`src/rtl/i2c_pkg.sv`:
```
// Shared I2C definitions: slave FSM state encoding and the ACK/NACK bus levels
// used by both the slave byte engine and the master engine.
package i2c_pkg;

  typedef enum logic [2:0] {
    IDLE     = 3'd0,
    ADDR     = 3'd1,
    ADDR_ACK = 3'd2,
    WR_DATA  = 3'd3,
    WR_ACK   = 3'd4,
    RD_LOAD  = 3'd5,
    RD_DATA  = 3'd6,
    RD_ACK   = 3'd7
  } i2c_state_e;

  localparam logic I2C_ACK  = 1'b0;
  localparam logic I2C_NACK = 1'b1;

endpackage

```
`src/rtl/i2c_shift8.sv`:
```
// 8-bit MSB-first shift register with parallel load, a 0..8 bit counter
// and a done flag that is raised once eight bits have been shifted.
module i2c_shift8 (
  input  logic       clk,
  input  logic       rstn,
  input  logic       clr_i,
  input  logic       load_i,
  input  logic [7:0] load_data_i,
  input  logic       shift_i,
  input  logic       bit_i,
  output logic [7:0] data_o,
  output logic [3:0] cnt_o,
  output logic       done_o
);

  logic [7:0] data_q;
  logic [3:0] cnt_q;

  // NOTE: state registers use non-blocking assignments so every flop samples
  // pre-edge values and simulation order cannot change the result.
  always_ff @(posedge clk or negedge rstn) begin
    if (!rstn) begin
      data_q <= 8'h00;
      cnt_q  <= 4'd0;
    end else if (load_i) begin
      data_q <= load_data_i;
      cnt_q  <= 4'd0;
    end else if (clr_i) begin
      cnt_q  <= 4'd0;
    end else if (shift_i && (cnt_q != 4'd8)) begin
      data_q <= {data_q[6:0], bit_i};
      cnt_q  <= cnt_q + 4'd1;
    end
  end

  assign data_o = data_q;
  assign cnt_o  = cnt_q;
  assign done_o = (cnt_q == 4'd8);

endmodule

```
`src/rtl/i2c_slave_byte_ctrl.sv`:
```
// Byte-level I2C slave engine: address match, write receive with ACK/NACK,
// read transmit with optional SCL stretching while read data is unavailable.
module i2c_slave_byte_ctrl
  import i2c_pkg::*;
#(
  parameter int ADDR_W     = 7,
  parameter bit STRETCH_EN = 1'b1
) (
  input  logic              clk,
  input  logic              rstn,
  input  logic              enable,
  input  logic [ADDR_W-1:0] slave_addr,
  input  logic              sta_det,
  input  logic              sto_det,
  input  logic              scl_rising,
  input  logic              scl_falling,
  input  logic              sda_i,
  output logic              sda_o,
  output logic              scl_o,
  output logic [7:0]        rx_data,
  output logic              rx_valid,
  input  logic              rx_ack_en,
  input  logic [7:0]        tx_data,
  input  logic              tx_valid,
  output logic              tx_ready,
  output logic              addr_hit,
  output logic              rd_mode,
  output logic              nack_det,
  output logic              slv_active
);

  i2c_state_e state_q, state_d;
  logic       sda_q, sda_d, scl_q, scl_d;
  logic [7:0] rx_data_q, rx_data_d;
  logic       rx_valid_q, rx_valid_d, addr_hit_q, addr_hit_d;
  logic       nack_det_q, nack_det_d, rd_mode_q, rd_mode_d;
  logic       slv_active_q, slv_active_d, tx_ready_q;

  logic       rise, fall, tx_take;
  logic       sh_clr, sh_load, sh_shift, sh_restart, sh_done;
  logic [7:0] sh_data, sh_next, load_byte;
  logic [3:0] sh_cnt;

  // Rising strobe wins if the edge detector ever flags both edges at once.
  assign rise      = scl_rising;
  assign fall      = scl_falling & ~scl_rising;
  assign sh_next   = {sh_data[6:0], sda_i};
  assign tx_take   = tx_valid & tx_ready_q;
  assign load_byte = tx_valid ? tx_data : 8'hFF;
  assign sh_clr    = sh_restart | (state_d != state_q);

  i2c_shift8 u_shift (
    .clk         (clk),
    .rstn        (rstn),
    .clr_i       (sh_clr),
    .load_i      (sh_load),
    .load_data_i (load_byte),
    .shift_i     (sh_shift),
    .bit_i       (sda_i),
    .data_o      (sh_data),
    .cnt_o       (sh_cnt),
    .done_o      (sh_done)
  );

  // NOTE: every always_comb output is defaulted first, so no path can
  // leave a variable unassigned and infer a latch.
  always_comb begin
    state_d      = state_q;
    sda_d        = sda_q;
    scl_d        = scl_q;
    rx_data_d    = rx_data_q;
    rd_mode_d    = rd_mode_q;
    slv_active_d = slv_active_q;
    rx_valid_d   = 1'b0;
    addr_hit_d   = 1'b0;
    nack_det_d   = 1'b0;
    sh_shift     = 1'b0;
    sh_load      = 1'b0;
    sh_restart   = 1'b0;

    if (!enable || sto_det) begin
      state_d      = IDLE;
      sda_d        = 1'b1;
      scl_d        = 1'b1;
      slv_active_d = 1'b0;
    end else if (sta_det) begin
      state_d    = ADDR;
      sda_d      = 1'b1;
      scl_d      = 1'b1;
      sh_restart = 1'b1;
    end else begin
      case (state_q)
        ADDR: begin
          if (rise) begin
            sh_shift = 1'b1;
            if (sh_cnt == 4'd7) begin
              addr_hit_d   = (sh_next[7:1] == slave_addr);
              slv_active_d = (sh_next[7:1] == slave_addr);
              rd_mode_d    = sh_next[0];
            end
          end else if (fall && sh_done) begin
            // slv_active_q holds the compare result taken on the 8th rise.
            if (slv_active_q) begin
              sda_d   = I2C_ACK;
              state_d = ADDR_ACK;
            end else begin
              state_d = IDLE;
            end
          end
        end
        ADDR_ACK: begin
          if (fall) begin
            sda_d = 1'b1;
            if (rd_mode_q) begin
              state_d = RD_LOAD;
              scl_d   = !STRETCH_EN;
            end else begin
              state_d = WR_DATA;
            end
          end
        end
        WR_DATA: begin
          if (rise) begin
            sh_shift = 1'b1;
            if (sh_cnt == 4'd7) begin
              rx_data_d  = sh_next;
              rx_valid_d = 1'b1;
            end
          end else if (fall && sh_done) begin
            sda_d   = rx_ack_en ? I2C_ACK : I2C_NACK;
            state_d = WR_ACK;
          end
        end
        WR_ACK: begin
          if (fall) begin
            sda_d = 1'b1;
            if (sda_q == I2C_ACK) begin
              state_d = WR_DATA;
            end else begin
              state_d      = IDLE;
              slv_active_d = 1'b0;
            end
          end
        end
        RD_LOAD: begin
          if (tx_take || !STRETCH_EN) begin
            sh_load = 1'b1;
            sda_d   = load_byte[7];
            scl_d   = 1'b1;
            state_d = RD_DATA;
          end
        end
        RD_DATA: begin
          if (rise) begin
            sh_shift = 1'b1;
          end else if (fall) begin
            if (sh_done) begin
              sda_d   = 1'b1;
              state_d = RD_ACK;
            end else begin
              sda_d = sh_data[7];
            end
          end
        end
        RD_ACK: begin
          if (rise && (sda_i == I2C_NACK)) begin
            nack_det_d   = 1'b1;
            slv_active_d = 1'b0;
            state_d      = IDLE;
          end else if (fall) begin
            state_d = RD_LOAD;
            scl_d   = !STRETCH_EN;
          end
        end
        default: ;
      endcase
    end
  end

  always_ff @(posedge clk or negedge rstn) begin
    if (!rstn) begin
      state_q      <= IDLE;
      sda_q        <= 1'b1;
      scl_q        <= 1'b1;
      rx_data_q    <= 8'h00;
      rx_valid_q   <= 1'b0;
      addr_hit_q   <= 1'b0;
      nack_det_q   <= 1'b0;
      rd_mode_q    <= 1'b0;
      slv_active_q <= 1'b0;
      tx_ready_q   <= 1'b0;
    end else begin
      state_q      <= state_d;
      sda_q        <= sda_d;
      scl_q        <= scl_d;
      rx_data_q    <= rx_data_d;
      rx_valid_q   <= rx_valid_d;
      addr_hit_q   <= addr_hit_d;
      nack_det_q   <= nack_det_d;
      rd_mode_q    <= rd_mode_d;
      slv_active_q <= slv_active_d;
      tx_ready_q   <= (state_d == RD_LOAD);
    end
  end

  assign sda_o      = sda_q;
  assign scl_o      = scl_q;
  assign rx_data    = rx_data_q;
  assign rx_valid   = rx_valid_q;
  assign addr_hit   = addr_hit_q;
  assign nack_det   = nack_det_q;
  assign rd_mode    = rd_mode_q;
  assign slv_active = slv_active_q;
  assign tx_ready   = tx_ready_q;

endmodule
```
`config.mk`:
```
export PLATFORM = sky130hd
export DESIGN_NAME = i2c_slave_byte_ctrl
export DESIGN_NICKNAME = d
export VERILOG_FILES = /design/src/rtl/i2c_pkg.sv /design/src/rtl/i2c_shift8.sv /design/src/rtl/i2c_slave_byte_ctrl.sv
export SDC_FILE = /design/constraint.sdc
export NUM_CORES = 1
export LEC_CHECK = 0
export CAP_MARGIN = 20
export CORE_MARGIN = 2
export CORE_UTILIZATION = 35
export CTS_CLUSTER_SIZE = 30
export DETAILED_ROUTE_END_ITERATION = 10
export PLACE_DENSITY_LB_ADDON = 0.08
export SYNTH_ARGS = -nofsm -noshare
export SYNTH_HDL_FRONTEND = slang
export SYNTH_SLANG_ARGS = --single-unit
```
`constraint.sdc`:
```
create_clock -name clk -period 4.6 [get_ports clk]
set_input_delay 0.46 -clock clk [delete_from_list [all_inputs] [get_ports clk]]
set_output_delay 0.46 -clock clk [all_outputs]
set_load 0.1 [all_outputs]
```
# After elaboration in Yosys (flattened, before gate mapping)
# Index checks and enable logic that the tools add are counted.
dict set report op_classes {
  bitwise 6
  mul 0
  shift 0
  eq_ne 33
  n_mux 79
  magnitude_cmp 0
  div 0
  reduce_logical 18
  add_sub_neg 1
}
# cell n
set ops {}
lappend ops {{$ne 4x4->1 const B} 13}
lappend ops {{$mux 1} 51}
lappend ops {{$mux 3} 15}
lappend ops {{$mux 8} 4}
lappend ops {{$pmux 3 s7} 1}
lappend ops {{$eq 3x3->1 const B} 5}
lappend ops {{$ne 3x3->1 const B} 5}
lappend ops {{$mux 4} 3}
lappend ops {{$reduce_and 10->1} 1}
lappend ops {{$reduce_and 5->1} 2}
lappend ops {{$eq 7x7->1} 1}
lappend ops {{$reduce_and 7->1} 1}
lappend ops {{$reduce_bool 7->1} 1}
lappend ops {{$eq 3x2->1 const B} 2}
lappend ops {{$pmux 1 s3} 2}
lappend ops {{$reduce_and 6->1} 1}
lappend ops {{$pmux 1 s5} 1}
lappend ops {{$reduce_bool 5->1} 1}
lappend ops {{$add 4x1->4 const B} 1}
lappend ops {{$eq 4x3->1 const B} 1}
lappend ops {{$eq 4x4->1 const B} 1}
lappend ops {{$mux 2} 2}
lappend ops {{$ne 2x1->1 const B} 2}
lappend ops {{$ne 4x1->1 const B} 1}
lappend ops {{other kinds (14)} 19}
dict set report totals {
  mem_bits_rw 0
  n_memories 0
  regBits 31
  mem_bits_ro 0
  latch_bits 0
}

# Logic depth before layout (Yosys ltp)
# Gate-level depths: netlist (run 1).
dict set report logic_depth {
  ltp_word 12
  ltp_mapped 9
}

# Modules after synthesis
# From an unflattened synthesis (run 1), not the netlist that was laid out.
dict set report unflattened {
  cells_unflattened 222
  hier_area_um2 2085.8
}
# module area_each_um2 seq_area_each_um2 n_inst cells_per_inst
set modules_own_cells {}
lappend modules_own_cells {i2c_slave_byte_ctrl 1397.6 478.0 1 151}
lappend modules_own_cells {i2c_shift8 688.2 300.3 1 71}

# Worst setup path before layout (run 1)
# No wires, ideal clock.
dict set report synth_timing {
  path_kind {register to register}
  start {reg rd_mode_q, in the netlist rd_mode}
  end {reg u_shift.cnt_q[2], in the netlist u_shift.cnt_o[2]}
  path_stages_with_launch 7
  path_buffers 0
  slack_ps 2424
  synth_period_minus_slack_ps 2176
  t_arrival_ps 2089
  setup_time_ps 87
  path_cell_list {dfrtp_1 > and4bb_2 > o22ai_1 > a211oi_2 > o21ai_2 > a31o_2 > a211oi_2}
}
dict set report synth_via {
  elab_chain_len 9
  elab_cells_between_ends 10
}
# element line_no
set synth_rtl {}
lappend synth_rtl {{start: declaration} i2c_slave_byte_ctrl.sv:36} ;# logic nack_det_q, nack_det_d, rd_mode_q, rd_mode_d;
lappend synth_rtl {{start signal: assignment} i2c_slave_byte_ctrl.sv:200} ;# rd_mode_q <= rd_mode_d;
lappend synth_rtl {{$mux 3 (*)} i2c_slave_byte_ctrl.sv:114} ;# if (rd_mode_q) begin
lappend synth_rtl {{$mux 3 (*)} i2c_slave_byte_ctrl.sv:112} ;# if (fall) begin
lappend synth_rtl {{$pmux 3 s7 (*)} i2c_slave_byte_ctrl.sv:92} ;# case (state_q)
lappend synth_rtl {{$mux 3 (*)} i2c_slave_byte_ctrl.sv:86} ;# end else if (sta_det) begin
lappend synth_rtl {{$mux 3 (*)} i2c_slave_byte_ctrl.sv:81} ;# if (!enable || sto_det) begin
lappend synth_rtl {{$ne 3x3->1 (*)} i2c_slave_byte_ctrl.sv:50} ;# assign sh_clr = sh_restart | (state_d != state_q);
lappend synth_rtl {{$or 1x1->1 (*)} i2c_slave_byte_ctrl.sv:50}
lappend synth_rtl {{$mux 4} i2c_shift8.sv:28} ;# end else if (clr_i) begin
lappend synth_rtl {{$mux 4} i2c_shift8.sv:25} ;# end else if (load_i) begin
lappend synth_rtl {{end signal: assignment} i2c_shift8.sv:32} ;# cnt_q <= cnt_q + 4'd1;
lappend synth_rtl {{end: declaration} i2c_shift8.sv:17} ;# logic [3:0] cnt_q;
# Mark *: on every way between the ends. The rest lies on a longest branch, timed or not.
# A chain may end at the register's enable or synchronous reset.

# Worst setup path in the final report (run 1)
dict set report layout_timing {
  start {in enable}
  end {reg u_shift.data_q[7], in the netlist u_shift.data_o[7]}
}
dict set report layout_via {
  elab_chain_len 7
  elab_cells_between_ends 13
}
# element line_no
set layout_rtl {}
lappend layout_rtl {{start: declaration} i2c_slave_byte_ctrl.sv:11} ;# input logic enable,
lappend layout_rtl {{$logic_not 1->1 (*)} i2c_slave_byte_ctrl.sv:81}
lappend layout_rtl {{$logic_or 1x1->1 (*)} i2c_slave_byte_ctrl.sv:81}
lappend layout_rtl {{$mux 3} i2c_slave_byte_ctrl.sv:81}
lappend layout_rtl {{$ne 3x3->1} i2c_slave_byte_ctrl.sv:50}
lappend layout_rtl {{$or 1x1->1} i2c_slave_byte_ctrl.sv:50}
lappend layout_rtl {{$ne 2x1->1 (no line)} -}
lappend layout_rtl {{$reduce_and 2->1 (no line)} -}
lappend layout_rtl {{end signal: assignment} i2c_shift8.sv:26} ;# data_q <= load_data_i;
lappend layout_rtl {{end signal: assignment} i2c_shift8.sv:31} ;# data_q <= {data_q[6:0], bit_i};
lappend layout_rtl {{end: declaration} i2c_shift8.sv:16} ;# logic [7:0] data_q;
# Marks and branches as above.

==> results of run 1 <==
[sequential cells by signal (all words and copies together), names as in the netlist]
signal and cells:
slv_active 1, rd_mode 1, u_shift.data_o 8, tx_ready 1, addr_hit 1, sda_o 1, rx_data 8, u_shift.cnt_o 4
nack_det 1, scl_o 1, state_q 3, rx_valid 1
[power by group through the flow]
stage	Sequential [uW]	Combinational, uW	Clock [uW]
after floorplan	283	28.9	0
after global placement	286	63.1	0
after detailed placement	286	62.7	0
after CTS	281	62.8	277
after global routing	281	68.3	286
final	281	62.0	267
[kinds of logic after synthesis]
group	share of synthesized area
xor+xnor	0.0385
compound gates	0.163
buf+inv	0.0636
simple gates	0.229
flops	0.380
fa+ha+maj	0.0122
mux	0.114
[per-stage QoR]
stage / util / std cells / hold WS [ps] / power, uW
2_1_floorplan: - / 199 / 164 / 312
3_3_place_gp: 0.437 / 300 / 496 / 349
3_5_place_dp: 0.437 / 300 / 495 / 349
4_1_cts: 0.457 / 308 / 517 / 620
5_1_grt: 0.457 / 308 / 535 / 635
6_report: 0.457 / 308 / 511 / 610
[worst max path at each step]
| stage | from | endpoint |
|---|---|---|
| floorplan | rd_mode$_DFFE_PN0P_ | u_shift.cnt_o[2]$_DFFE_PN0P_ |
| global placement | enable | u_shift.data_o[7]$_DFFE_PN0P_ |
| detailed placement | enable | u_shift.data_o[7]$_DFFE_PN0P_ |
| CTS | enable | u_shift.data_o[7]$_DFFE_PN0P_ |
| global route | state_q[0]$_DFF_PN0_ | u_shift.data_o[7]$_DFFE_PN0P_ |
| finish | enable | u_shift.data_o[7]$_DFFE_PN0P_ |
[cell usage after synthesis (all sizes together), types with 7 or more instances]
| cell type | n |
|---|---|
| dfrtp | 29 |
| nand2 | 12 |
| nand2b | 7 |
| nor4 | 7 |
| mux2i | 11 |
| nor3b | 8 |
| a21oi | 15 |
| nor2 | 10 |
| mux2 | 11 |
| o21ai | 9 |
| buf | 10 |
[worst max-delay path, cell delays in order]
cell,delay (ps)
clkdlybuf4s50_1,520
nor3b_4,460
and4b_1,680
mux2_2,400
nand2_1,60
o21ai_1,70
[layer usage]
metal | GRT usage | wire, um
met1 | 0.248 | 2480
met2 | 0.257 | 2290
met3 | 0.0416 | 228
met4 | 0.0390 | 18
met5 | 0 | 0
[layout make-up]
class,count,area (sq um),area share
Clock buffer,5,68.8,0.0270
Clock inverter,3,43.8,0.0172
Inverter,5,18.8,0.00737
Multi-Input combinational cell,151,1140,0.447
Sequential cell,31,778,0.306
Tap cell,72,90.1,0.0354
Timing Repair Buffer,41,408,0.160
==> metrics, run 1 <==
run status finished clean; number of clock buffers inserted by TritonCTS 5; H-tree level count 2; clock insertion delay at the later pin of the skew report 280 ps; Ports 41; wire length of the first global-routing pass roughly 8600 um; Crit Path Max Fanout 11; Synth area leaders dfrtp_1 35%, mux2_2 6.1%, mux2i_1 5.4%; category of the worst setup path launch point input pin; Area after DPL 2430 sq um; number of rows in the core area 27; Post-CTS Hold Buffers 0; cell area after synthesis around 2000 sq um; ratio of cells with drive above 1 in the final layout 0.182; final estimated routing congestion in global placement 0.875; drt initial violations 69; Chip Height slightly above 80 um; clock tree root driver cell clkbuf_8; Hold Path Stages 1; share of flip-flops with an asynchronous set or reset 1.00; Slew Limit Headroom 0.344; worst reg2reg setup slack 2140 ps; #FFs+latches synth 31; die area 6480 sq um; proportion of power drawn by combinational gates 0.102; Synth top area share 0.355; Setup CP Type in2reg; Clock Skew 11.0 ps; Final TNS setup 0 ps; leading cell type in the layout, fill and taps excluded clkdlybuf4s50_1; unrepaired setup endpoints after global routing false; Port-buffer cells 40; Max IR drop VDD ~0.18 mV; DR vias around 1600; Hold Path Origin rx_data[0]$_DFFE_PN0P_; number of iterations in the first detailed-routing pass 4; overall overflow remaining after global route 0; count of unique library cells instantiated by Yosys 60; Synth warnings 0; register area share after synthesis 0.380; PnR worst setup slack 2100 ps; sequential share of power 0.461; Max Buffers Root-to-Sink 2; switching part of the total 0.231; initial antenna violation count 0; cell taking the most area after synthesis dfrtp_1; Maximum Capacitance Violations 0; setup bufs post-CTS 0; Antenna Nets Post-Route 0; Critical Path End Type flop; WL per Instance roughly 16 um; origin of the critical flop-to-flop path state_q[0]$_DFF_PN0_; end of the worst register-to-register path u_shift.data_o[7]$_DFFE_PN0P_; Area Growth Syn to Fin 24.4%; clock input transition at the sequential cells of the worst setup and hold paths approximately 70 ps; Static Leakage 0.000986 uW; cell count of the worst reg-to-reg path 6; Diodes inserted 0; Data required, critical path approximately 4800 ps; minimum clock period 2500 ps; destination of the worst hold path rx_data[0]$_DFFE_PN0P_; Int Power 469 uW; CTS tree built; Routed WL between 5000 and 6000 um; via density per instance around 5.3; measured slew at the worst slew-check pin 980 ps; Final Hold Violating Endpoints 0; clock group share of total power 0.438; number of fill cells in the layout roughly 570; largest net degree at the start of global routing 32; number of sinks handled by clock tree synthesis 31; type of the tightest min-delay check reg2reg; part of the cycle the worst path needs 0.544; Achievable Freq 0.399 GHz; highest-count cells in the layout ignoring fill and taps 40 x clkdlybuf4s50_1, 29 x dfrtp_1, 14 x a21oi_1, 12 x nand2_1; critical path data arrival time between 2000 and 3000 ps; average cell area after synthesis just over 10 sq um; post-route design area between 2000 and 3000 sq um; post-synthesis net count between 200 and 250; count of pins over their slew limit 0; starting density of the core 0.367; overall global routing resource usage 0.171; Primary FF master, synth dfrtp_1; final HPWL from detailed placement 3700 um; number of global-route vias before repair 1672; pwr dens between 200 and 250 nW/um^2; minimum setup slack after placement about 1800 ps; DRC violations left 0; Final nets 262; gate count after technology mapping roughly 200; core footprint approximately 5600 sq um; post-cts resize count 0; die width roughly 80 um; setup-violating endpoint count in the final report 0; number of enable flip-flop cells after synthesis 0; sw power roughly 140 uW
(Power assumes the default switching activity.)
==> run 2: changes to the inputs <==
Clock period 4.6 ns to 2.2 ns, I/O delays scaled along.
==> run 2 against run 1 <==
Non-clock buffer count up 19. Register-to-register slack lost 1900 ps. Core utilization grew 1.8 points. Global-route usage grew 0.41 points. Critical path type is now reg2reg. First-iteration DRC count rose by 130%. Sequential power grew 110%. Design area up 4.0%. Clock-buffer cell count is 1 higher. Power is 90% higher. Worst hold slack got worse by 170 ps. Sequential share of layout area down 1.2 points. Largest power group unchanged.
==> metrics, run 2 (synthesis gave the netlist of run 1 again) <==
largest net degree at the start of global routing 32; number of iterations in the first detailed-routing pass 4; final estimated routing congestion in global placement around 0.95; met2 track demand over resource in global routing 0.263; Routed WL between 5000 and 6000 um; PnR worst setup slack between 200 and 250 ps; Crit Path Max Fanout 8; DR vias roughly 1700; count of pins over their slew limit 0; setup-violating endpoint count in the final report 0; met3 demand-to-capacity share in global routing 0.0393; type of the tightest min-delay check in2async; unrepaired setup endpoints after global routing false; number of global-route vias before repair between 1500 and 2000; clock insertion delay at the later pin of the skew report approximately 280 ps; Diodes inserted 0; drt initial violations 161; die area roughly 6500 sq um; Critical Path End Type flop; wire length of the first global-routing pass 8680 um; Cell Chain, Critical Path inv_1 -> ha_1 -> and3b_2 -> nand2_1 -> mux2_2 -> o21ai_2 -> a31o_2 -> nor3_1; global-route met1 utilization 0.245; run status finished clean; post-cts resize count 0; final HPWL from detailed placement between 3000 and 4000 um; number of rows in the core area 27; Final Hold Violating Endpoints 0; category of the worst setup path launch point flop; critical path data arrival time about 2100 ps; leading cell type in the layout, fill and taps excluded buf_4; Antenna Nets Post-Route 0; via density per instance 5.29; highest-count cells in the layout ignoring fill and taps 34 x buf_4, 29 x dfrtp_1, 24 x clkdlybuf4s50_1, 14 x a21oi_1, 12 x nand2_1; Bufs and invs on worst path 1; Ports roughly 40; ratio of cells with drive above 1 in the final layout 0.306; post-route design area roughly 2600 sq um; Maximum Capacitance Violations 0; Max Buffers Root-to-Sink 2; overall overflow remaining after global route 0; DRC violations left 0; Slew Limit Headroom 0.727; number of clock buffers inserted by TritonCTS 5; setup bufs post-CTS 0; die width just over 80 um; Setup CP Type reg2reg; clock input transition at the sequential cells of the worst setup and hold paths ~60 ps; library cell contributing the largest single delay on the critical path dfrtp_1; Area Growth Syn to Fin 29.3%; CTS tree built; layer with the highest usage after global routing met2; final hold slack approximately 340 ps; Area after DPL roughly 2600 sq um; minimum clock period slightly below 2000 ps; Static Leakage around 0.0011 uW; initial antenna violation count 0; minimum setup slack after placement approximately 33 ps; Final TNS setup 0 ps; Post-CTS Hold Buffers 0; max incr delay on CP 400 ps; measured slew at the worst slew-check pin slightly above 400 ps; Post-Layout Cell Count between 300 and 400; starting density of the core 0.367; part of the cycle the worst path needs 0.903; pwr dens between 400 and 500 nW/um^2; placed instance count between 300 and 400; core footprint 5570 sq um; overall global routing resource usage 0.175; CP top delay family simple AND/OR/NAND/NOR gates; Port-buffer cells 40; number of sinks handled by clock tree synthesis 31; Max IR drop VDD 0.301 mV; Achievable Freq 0.504 GHz; WL per Instance 15.5 um; Final nets approximately 280; Data required, critical path 2350 ps; clock tree root driver cell clkbuf_8; H-tree level count 2; Clock Skew a little under 7 ps; Chip Height between 80 and 90 um
## run 2: cell types whose count changed in the layout (fill, tap and decap cells not counted), sizes merged
cell,before,now
buf,1,36
clkdlybuf4s50,40,24
bufinv,1,0
clkbuf,5,6
clkinv,2,1
clkinvlp,0,1
## run 2: routing by layer
layer / up-vias / routed length (um)
met5: - / 0
met1: 822 / 2450
met4: 0 / 63
li1: 850 / -
met3: 6 / 291
met2: 53 / 2270
## run 2: metrics by stage
| stage | utilization | total power (uW) |
|---|---|---|
| after floorplan | - | 653 |
| after global placement | 0.459 | 745 |
| after detailed placement | 0.459 | 743 |
| after CTS | 0.475 | 1180 |
| after global routing | 0.475 | 1220 |
| final | 0.475 | 1160 |
## run 2: power breakdown
group | switching [uW] | internal, uW | total, uW
Clock | 208 | 221 | 429
Combinational | 66.8 | 80.5 | 147
Sequential | 8.36 | 576 | 584
## run 2: cell type report
class                   count  area [sq um]
fillers                   536          2930
multi-input cells         151          1140
flip-flops and latches     31           778
repair buffers             60           536
well taps                  72          90.1
clock buffers               6          72.6
inverters                   5          18.8
clock inverters             2          12.5
## run 2: worst paths after layout
check,start,to,slack (ps),depth (start not counted)
setup / recovery,u_shift.cnt_o[0]$_DFFE_PN0P_,u_shift.cnt_o[0]$_DFFE_PN0P_,210,8
hold / removal,rstn,rx_data[6]$_DFFE_PN0P_,340,2
setup reg to reg,u_shift.cnt_o[0]$_DFFE_PN0P_,u_shift.cnt_o[0]$_DFFE_PN0P_,210,8
hold reg to reg,rx_data[5]$_DFFE_PN0P_,rx_data[5]$_DFFE_PN0P_,510,1
max in group asynchronous,rstn,sda_o$_DFFE_PN1P_,1530,2
min in group clk,rx_data[5]$_DFFE_PN0P_,rx_data[5]$_DFFE_PN0P_,510,1
==> run 3: changes to the inputs <==
Settings changed: ABC_AREA from default to 1, CORE_UTILIZATION 35 to 47, SYNTH_HIERARCHICAL from default to 1.
==> run 3 against run 2 <==
Clock power up 18%. Synthesized area up 2.0%. Sequential share of layout area down 1.8 points. Power up 10%. Via count up 19%. Design area up 6.9%. Critical path depth up 5. Worst hold slack worse by 21 ps. Fmax down 3.9%. Register-to-register slack worse by 80 ps. Global-route usage up 5.4 points. Sequential cell count unchanged.
==> metrics, run 3 <==
drt initial violations between 150 and 200; Primary FF master, synth dfrtp_1; max incr delay on CP roughly 460 ps; number of global-route vias before repair just under 2000; last element of the critical path u_shift/data_o[7]$_DFFE_PN0P_; cell area after synthesis about 2100 sq um; CP top delay family simple AND/OR/NAND/NOR gates; die width roughly 70 um; number of iterations in the first detailed-routing pass 4; largest net degree at the start of global routing 32; register area share after synthesis 0.373; Post-Layout Cell Count about 410; Max Buffers Root-to-Sink 2; clock insertion delay at the later pin of the skew report 290 ps; core footprint approximately 4300 sq um; CTS tree built; final HPWL from detailed placement roughly 4100 um; critical path's most frequent cell nand2_2; overall overflow remaining after global route 0; worst reg2reg setup slack 130 ps; overall global routing resource usage 0.229; end of the worst register-to-register path u_shift/data_o[7]$_DFFE_PN0P_; Synth top area share 0.348; Cell Chain, Critical Path buf_4 -> nor3_1 -> nor2_1 -> buf_4 -> nand3_1 -> nand3_1 -> nor2_2 -> nand2_2 -> inv_2 -> nand3_4 -> nand2_8 -> nand2_2 -> nand2_2; proportion of power drawn by combinational gates 0.145; commonest cells in the netlist 117 x nand2_1, 29 x dfrtp_1, 25 x nand3_1, 25 x nor2_1, 22 x inv_1; DR vias 2057; critical path depth 13; setup-violating endpoint count in the final report 0; count of pins over their slew limit 0; highest-count cells in the layout ignoring fill and taps 111 x nand2_1, 41 x buf_4, 27 x dfrtp_1, 25 x nand3_1; leading cell type in the layout, fill and taps excluded nand2_1; Data required, critical path between 2000 and 2500 ps; Int Power approximately 950 uW; die area approximately 5000 sq um; via density per instance 4.97; minimum clock period 2070 ps; DRC violations left 0; count of unique library cells instantiated by Yosys 31; Diodes inserted 0; sw power 332 uW; Crit Path Max Fanout 8; Port-buffer cells 40; Ports 41; final estimated routing congestion in global placement about 0.92; count leader, synth nand2_1; Achievable Freq 0.484 GHz; Max IR drop VDD 0.348 mV; pwr dens between 400 and 500 nW/um^2; critical path data arrival time 2290 ps; library cell contributing the largest single delay on the critical path dfrtp_1; clock tree root driver cell clkbuf_8; gate count after technology mapping approximately 290; Slew Limit Headroom 0.742; WL per Instance 13.0 um; origin of the critical flop-to-flop path state_q[2]$_DFF_PN0_; average cell area after synthesis between 7 and 8 sq um; wire length of the first global-routing pass 9040 um; initial antenna violation count 0; share of flip-flops with an asynchronous set or reset 1.00; post-route design area ~2800 sq um; category of the worst setup path launch point flop; Synth area leaders dfrtp_1 35%, nand2_1 21%, nand3_1 6.0%; starting density of the core 0.483; Clock Skew between 4 and 5 ps; Synth warnings 6; Routed WL between 5000 and 6000 um; part of the cycle the worst path needs 0.939; Bufs and invs on worst path 3; Antenna Nets Post-Route 0; Worst Setup SP state_q[2]$_DFF_PN0_; number of sinks handled by clock tree synthesis 31; switching part of the total 0.260; post-synthesis net count roughly 320; Area after DPL around 2600 sq um; Layout Utilization 0.654; Critical Path End Type flop; Area Growth Syn to Fin 35.6%; type of the tightest min-delay check in2async; Maximum Capacitance Violations 0; number of rows in the core area 24; Static Leakage roughly 0.0014 uW; number of enable flip-flop cells after synthesis 0; sequential share of power 0.460; Final nets between 300 and 400; Chip Height 70.6 um; H-tree level count 2; Setup CP Type reg2reg; clock input transition at the sequential cells of the worst setup and hold paths around 70 ps; Post-CTS Hold Buffers 0; run status finished clean; placed instance count 400; number of fill cells in the layout 381; Final Hold Violating Endpoints 0; ratio of cells with drive above 1 in the final layout 0.268; cell taking the most area after synthesis dfrtp_1; #FFs+latches synth 31; clock group share of total power 0.395; measured slew at the worst slew-check pin around 390 ps; cell count of the worst reg-to-reg path 13; number of clock buffers inserted by TritonCTS 5
==> run 3: layout make-up <==
type / instances / area (sq um) / area share
multi-input combinational: 228 / 1190 / 0.420
sequential: 31 / 781 / 0.276
clock buffer: 7 / 96.3 / 0.0341
clock inverter: 1 / 7.51 / 0.00265
tap: 52 / 65.1 / 0.0230
timing repair buffer: 66 / 568 / 0.201
inverter: 29 / 123 / 0.0433
==> run 3: how the worst min path moves through the flow <==
stage,end,slack [ps],from,cells past startpoint
global placement,rx_data[1]$_DFFE_PN0P_,460,rx_data[1]$_DFFE_PN0P_,2
CTS,rx_data[6]$_DFFE_PN0P_,350,rstn,2
floorplan,addr_hit$_DFF_PN0_,-80,rstn,0
detailed placement,rx_data[1]$_DFFE_PN0P_,470,rx_data[1]$_DFFE_PN0P_,2
global route,nack_det$_DFF_PN0_,370,rstn,2
finish,nack_det$_DFF_PN0_,320,rstn,2
==> run 3: what timing repair did <==
action / 4_1_cts / 5_1_grt
gates resized for setup: 0 / 19
setup endpoints to repair: 0 / 11
buffers inserted: 0 / 5
==> run 3: cells by family after synthesis <==
group,after synthesis,share of synthesized area
buffers and inverters,34,0.0833
adder cells (fa/ha/maj),2,0.0120
flip-flops,31,0.373
XOR/XNOR,8,0.0336
AO/OA/AOI/OAI,18,0.0504
AND/OR/NAND/NOR,199,0.448
==> run 3: through the flow <==
stage	worst slack (ps)	TNS (ps)	hold WS, ps	power (uW)
after floorplan	0.0906	0	-75.6	689
after global placement	-80.0	-630	465	776
after detailed placement	-145	-1110	469	779
after CTS	29.2	0	348	1290
after global routing	-2.63	-2.79	366	1330
final	133	0	323	1280
==> run 3: power groups by stage <==
stage | sequential [uW] | combinational [uW] | clock (uW)
3_5_place_dp | 600 | 180 | 0
4_1_cts | 589 | 180 | 519
5_1_grt | 590 | 203 | 540
2_1_floorplan | 616 | 73.0 | 0
6_report | 590 | 185 | 506
3_3_place_gp | 600 | 177 | 0
==> run 3: metal layers <==
| layer | routed length (um) | share of wire | vias to the layer above | global-route usage |
|---|---|---|---|---|
| met3 | 242 | 0.045 | 7 | 0.0399 |
| li1 | - | - | 1061 | - |
| met1 | 2470 | 0.46 | 931 | 0.324 |
| met5 | 0 | 0 | - | 0 |
| met4 | 90 | 0.017 | 0 | 0.0818 |
| met2 | 2590 | 0.48 | 58 | 0.356 |
